--- src/rtl/intersection_pkg.sv ---
// Shared phase codes, lamp encodings and phase durations for the
// intersection scheduler.
package intersection_pkg;

  localparam int LEFT_CYC   = 5;
  localparam int GREEN_CYC  = 10;
  localparam int YEL_CYC    = 3;
  localparam int ALLRED_CYC = 2;
  localparam int WALK_CYC   = 8;
  localparam int CNT_W      = 5;

  typedef enum logic [3:0] {
    NS_LEFT     = 4'd0,
    NS_GRN      = 4'd1,
    NS_YEL      = 4'd2,
    AR_A        = 4'd3,
    EW_LEFT     = 4'd4,
    EW_GRN      = 4'd5,
    EW_YEL      = 4'd6,
    AR_B        = 4'd7,
    PRE_NS_HOLD = 4'd8,
    PRE_EW_HOLD = 4'd9,
    WALK        = 4'd10
  } phase_e;

  localparam logic [3:0] L_LEFT = 4'b1001;
  localparam logic [3:0] L_GRN  = 4'b0100;
  localparam logic [3:0] L_YEL  = 4'b0010;
  localparam logic [3:0] L_RED  = 4'b0001;

  // Hold phases are untimed; a length of 1 keeps done well defined.
  function automatic logic [CNT_W-1:0] phase_len(
    input phase_e p
  );
    logic [CNT_W-1:0] n;
    case (p)
      NS_LEFT, EW_LEFT: n = CNT_W'(LEFT_CYC);
      NS_GRN,  EW_GRN:  n = CNT_W'(GREEN_CYC);
      NS_YEL,  EW_YEL:  n = CNT_W'(YEL_CYC);
      AR_A,    AR_B:    n = CNT_W'(ALLRED_CYC);
      WALK:             n = CNT_W'(WALK_CYC);
      default:          n = CNT_W'(1);
    endcase
    return n;
  endfunction

endpackage

--- src/rtl/intersection_scheduler_timer.sv ---
// Phase timer shared by every phase of the scheduler FSM:
// restart on load, hold on freeze, done on the last cycle of len.
module phase_timer #(
  parameter int CNT_W = 5
) (
  input  logic             clk,
  input  logic             rst_n,
  input  logic             load,
  input  logic             freeze,
  input  logic [CNT_W-1:0] len,
  output logic             done
);

  logic [CNT_W-1:0] cnt;

  always_ff @(posedge clk or negedge rst_n) begin
    if (!rst_n) begin
      cnt <= '0;
    end else if (load) begin
      cnt <= '0;
    end else if (!freeze) begin
      cnt <= cnt + 1'b1;
    end
  end

  assign done = (cnt == len - CNT_W'(1));

endmodule

--- src/rtl/intersection_scheduler.sv ---
// Two-approach intersection scheduler with emergency preemption.
// Optional pedestrian walk phase: define PED_WALK_EN.
module intersection_scheduler
  import intersection_pkg::*;
(
  input  logic       clk,
  input  logic       rst_n,
  input  logic       emerg_ns,
  input  logic       emerg_ew,
`ifdef PED_WALK_EN
  input  logic       ped_req,
  output logic       walk,
`endif
  output logic [3:0] ns_light,
  output logic [3:0] ew_light,
  output logic [3:0] phase,
  output logic       preempt
);

  phase_e           phase_q;
  phase_e           phase_d;
  logic             em_ns_r;
  logic             em_ew_r;
  logic             load;
  logic             freeze;
  logic             done;
  logic [CNT_W-1:0] len;
  logic             req_ns;
  logic             req_ew;
  logic             req_any;
  phase_e           hold_ph;

`ifdef PED_WALK_EN
  logic             ped_q;
  logic             to_ew_q;
  logic             enter_walk;
`endif

  assign len = phase_len(phase_q);

  phase_timer #(
    .CNT_W (CNT_W)
  ) u_timer (
    .clk    (clk),
    .rst_n  (rst_n),
    .load   (load),
    .freeze (freeze),
    .len    (len),
    .done   (done)
  );

  // NS wins a simultaneous request.
  assign req_ns  = em_ns_r;
  assign req_ew  = em_ew_r & ~em_ns_r;
  assign req_any = em_ns_r | em_ew_r;
  assign hold_ph = em_ns_r ? PRE_NS_HOLD : PRE_EW_HOLD;

  always_ff @(posedge clk or negedge rst_n) begin
    if (!rst_n) begin
      phase_q <= AR_B;
      em_ns_r <= 1'b0;
      em_ew_r <= 1'b0;
    end else begin
      phase_q <= phase_d;
      em_ns_r <= emerg_ns;
      em_ew_r <= emerg_ew;
    end
  end

`ifdef PED_WALK_EN
  always_ff @(posedge clk or negedge rst_n) begin
    if (!rst_n) begin
      ped_q   <= 1'b0;
      to_ew_q <= 1'b0;
    end else begin
      ped_q <= (enter_walk ? 1'b0 : ped_q) | ped_req;
      if (enter_walk) begin
        to_ew_q <= (phase_q == AR_A);
      end
    end
  end
`endif

  always_comb begin
    phase_d = phase_q;
    load    = 1'b0;
    freeze  = 1'b0;
`ifdef PED_WALK_EN
    enter_walk = 1'b0;
`endif
    case (phase_q)
      NS_LEFT, NS_GRN: begin
        if (req_ns) begin
          phase_d = PRE_NS_HOLD;
          freeze  = 1'b1;
        end else if (req_ew) begin
          phase_d = NS_YEL;
          load    = 1'b1;
        end else if (done) begin
          phase_d = (phase_q == NS_LEFT) ? NS_GRN : NS_YEL;
          load    = 1'b1;
        end
      end
      EW_LEFT, EW_GRN: begin
        if (req_ew) begin
          phase_d = PRE_EW_HOLD;
          freeze  = 1'b1;
        end else if (req_ns) begin
          phase_d = EW_YEL;
          load    = 1'b1;
        end else if (done) begin
          phase_d = (phase_q == EW_LEFT) ? EW_GRN : EW_YEL;
          load    = 1'b1;
        end
      end
      // Own-direction request may return to green; others need all-red.
      NS_YEL: begin
        if (done) begin
          phase_d = req_ns ? PRE_NS_HOLD : AR_A;
          load    = 1'b1;
        end
      end
      EW_YEL: begin
        if (done) begin
          phase_d = req_ew ? PRE_EW_HOLD : AR_B;
          load    = 1'b1;
        end
      end
      AR_A, AR_B: begin
        if (done) begin
          load = 1'b1;
          if (req_any) begin
            phase_d = hold_ph;
`ifdef PED_WALK_EN
          end else if (ped_q) begin
            phase_d    = WALK;
            enter_walk = 1'b1;
`endif
          end else begin
            phase_d = (phase_q == AR_A) ? EW_LEFT : NS_LEFT;
          end
        end
      end
      PRE_NS_HOLD: begin
        freeze = 1'b1;
        if (!em_ns_r) begin
          phase_d = NS_YEL;
          load    = 1'b1;
          freeze  = 1'b0;
        end
      end
      PRE_EW_HOLD: begin
        freeze = 1'b1;
        if (!em_ew_r) begin
          phase_d = EW_YEL;
          load    = 1'b1;
          freeze  = 1'b0;
        end
      end
`ifdef PED_WALK_EN
      // Both approaches are red here, so preemption may start at once.
      WALK: begin
        if (req_any) begin
          phase_d = hold_ph;
          load    = 1'b1;
        end else if (done) begin
          phase_d = to_ew_q ? EW_LEFT : NS_LEFT;
          load    = 1'b1;
        end
      end
`endif
      default: begin
        phase_d = AR_B;
        load    = 1'b1;
      end
    endcase
  end

  assign phase = phase_q;

  always_comb begin
    ns_light = L_RED;
    ew_light = L_RED;
    preempt  = 1'b0;
`ifdef PED_WALK_EN
    walk     = 1'b0;
`endif
    unique case (phase_q)
      NS_LEFT: ns_light = L_LEFT;
      NS_GRN:  ns_light = L_GRN;
      NS_YEL:  ns_light = L_YEL;
      EW_LEFT: ew_light = L_LEFT;
      EW_GRN:  ew_light = L_GRN;
      EW_YEL:  ew_light = L_YEL;
      PRE_NS_HOLD: begin
        ns_light = L_GRN;
        preempt  = 1'b1;
      end
      PRE_EW_HOLD: begin
        ew_light = L_GRN;
        preempt  = 1'b1;
      end
`ifdef PED_WALK_EN
      WALK: walk = 1'b1;
`endif
      default: ;
    endcase
  end

`ifdef SIM
  always @(posedge clk) begin
    assert (!((ns_light[3] | ns_light[2]) &&
              (ew_light[3] | ew_light[2])));
  end
`endif

endmodule
--- config.mk ---
export PLATFORM = sky130hd
export DESIGN_NAME = intersection_scheduler
export DESIGN_NICKNAME = d
export VERILOG_FILES = /design/src/rtl/intersection_pkg.sv /design/src/rtl/intersection_scheduler_timer.sv /design/src/rtl/intersection_scheduler.sv
export SDC_FILE = /design/constraint.sdc
export NUM_CORES = 1
export LEC_CHECK = 0
export CORE_ASPECT_RATIO = 1.2
export CORE_UTILIZATION = 36
export CTS_CLUSTER_DIAMETER = 100
export DETAILED_ROUTE_END_ITERATION = 6
export PLACE_DENSITY = 0.68
export SYNTH_ARGS = -nofsm -noshare
export SYNTH_HDL_FRONTEND = slang
export SYNTH_SLANG_ARGS = --single-unit
--- constraint.sdc ---
create_clock -name clk -period 3 [get_ports clk]
set_clock_uncertainty 0.05 [all_clocks]
set_input_delay 0.6 -clock clk [delete_from_list [all_inputs] [get_ports clk]]
set_output_delay 0.6 -clock clk [all_outputs]
set_load 0.01 [all_outputs]
==> reports/results.ini <==
[layout]
instances_no_fill=163
final_util_pct=46.4
layout_commonest_cell=clkdlybuf4s50_1
area_delta_synth_final_pct=21.3
num_antenna_cells=0
fin_nets=137
final_cell_mix=clkdlybuf4s50_1, nor2_1, a21oi_1, o21ai_0, dfrtp_1
drive_gt1_share_pct=16.2

[grt]
grt_antenna_before_repair=0
grt_usage_pct=16.4
grt_max_degree=22
grt_pass1_wl_um=3720
grt_overflow_total=0
first_global_vias=847

[floorplanning]
die_width_um=49.8
core.rowCount=20
die_y_um=59.3
dieArea_um2=2950
core_um2=2580
initial_core_util_pct=38.3
io_pins=17

[setup_path]
reg2regPathDepth=8
critPathMaxFanout=19
crit_path_end_kind=output pin
reg2reg_from=phase[2]
critPathKind=reg -> out
cp.required_ns=2.35
crit_start=phase[2]
crit_path_start_kind=flop
critPathArrivalTime_ns=1.96

[clock_network]
cts_buffer_depth=2
cts_made_buffers=3
post_cts_buffers=0
cts_tree=done
clock-sinks=11
cts.clk_slew.worst_paths_ns=0.07
htree_levels=1
post_cts_resized=0
postCtsHoldBufs=0
insertion_delay_ns=0.28
cts-root-buf=clkbuf_4

[sta]
grt_setup_unrepaired=no
slew_viol_final=0
fin_crit_ns=2.61
setup_viol=0
maxSlewHeadroom_pct=69.0
hold_viol=0
worstMarginPinSlew_ns=0.463
fin_setup_tns_ns=0
min_period_over_period_pct=86.8
whs_ns=0.528
fmax_mhz=384

[worst_hold_path]
worstHoldStart=u_timer.cnt[4]
hp-class=reg -> reg
worstHoldPathCells=2

[power_and_ir_drop]
total_power_mw=1.38
vdd.ir_drop.worst_mv=0.519
power_density_nw_per_um2=1160
leakage_nw=0.458

[place]
dpl.cell_count=159
io_buffers=16
gp_congestion=0.743
hpwlAfterDp_um=1600

[routing]
routed_wl_um=2130
vias=901
ant_nets=0
drtIter0Drc=16
route.detailed.drc=0
post_drt_via_cell_ratio=5.53
wl_per_cell_um=13.1
dr.pass1.iters=4

[yosys]
avgSynthCellArea_um2=8.57
ys_seq_area_share_pct=28.3
syn_inst=115
synth_top_flop_cell=dfrtp_1
ys_async_sr_fraction_pct=100
syn_nets=121
synth_warnings=0
synth-seq-cells=11
syn_area_um2=986
synth_cell_types=46
synth_edf_count=0

[outcome]
status=finished, final reports clean

[job]
cap_violations=0

logic make-up (layout without fill, tap and decap cells):
family,Yosys count,count (layout),share of synthesized area [%]
xor gates and xnor gates,7,7,6.22
muxes,5,5,5.46
AOI/OAI and AO/OA,34,34,26.0
DFF,11,11,28.3
adders and majority gates,2,2,2.54
buffers and inverters,10,25,5.20
and+or+nand+nor,46,46,26.3
sequential cells by signal, indices dropped and copies added (netlist names):
name and cells:
em_ns_r 1, u_timer.cnt 5, phase 4, em_ew_r 1
cell usage after synthesis (all sizes together), types with 2 or more instances:
cell type,count,area [um^2]
clkbuf,4,15.0
o21a,3,30.0
or2,2,12.5
nor2b,4,25.0
a21oi,10,53.8
nor3b,2,15.0
ha,2,25.0
or3,4,25.0
dfstp,3,78.8
nand3,4,25.0
dfrtp,8,200
mux2i,2,20.0
buf,5,32.5
mux2,3,33.8
o211ai,3,36.3
nand2b,3,18.8
o21ai,10,53.8
nor2,14,52.6
xnor2,4,35.0
nor3,7,40.0
xor2,3,26.3
final cells by class:
class | count | area (um^2)
Multi-Input combinational cell | 94 | 656
Fill cell | 256 | 1380
Tap cell | 33 | 41.3
Sequential cell | 11 | 279
Inverter | 1 | 3.75
Clock buffer | 4 | 26.3
Timing Repair Buffer | 20 | 190
critical path, cell delays in order, from the launching register on:
cell and delay [ns]:
dfstp_2 0.55, buf_4 0.22, xnor2_1 0.08, nor3b_1 0.25
clkdlybuf4s50_1 0.58
through the flow:
step | setup WS, ns | cell area [um^2]
after global routing | 0.247 | 1200
after floorplan | 0.333 | 986
after global placement | 0.482 | 1170
after CTS | 0.372 | 1200
after detailed placement | 0.448 | 1170
final | 0.395 | 1200
final timing paths:
check	end	slack, ns
worst max-delay path	ew_light[2]	0.39
worst min register to register	u_timer.cnt[4]	0.53
worst min-delay path	u_timer.cnt[4]	0.53
max in group asynchronous	phase[1]	1.96
worst max register to register	u_timer.cnt[0]	0.42
min in group asynchronous	u_timer.cnt[2]	0.59
metal layers:
metal / share of wire [%] / track usage, %
met2: 51 / 30.3
met3: 2.3 / 0.769
met1: 44 / 19.2
met4: 2.3 / 8.57
met5: 0 / 0
where the power goes:
group	leakage, nW	internal, mW	switching [mW]	total, mW
Sequential	0.134	0.215	0.0643	0.279
Combinational	0.309	0.480	0.522	1.00
Clock	0.0150	0.0515	0.0493	0.101
No activity file was read; power rests on OpenSTA's default activity.
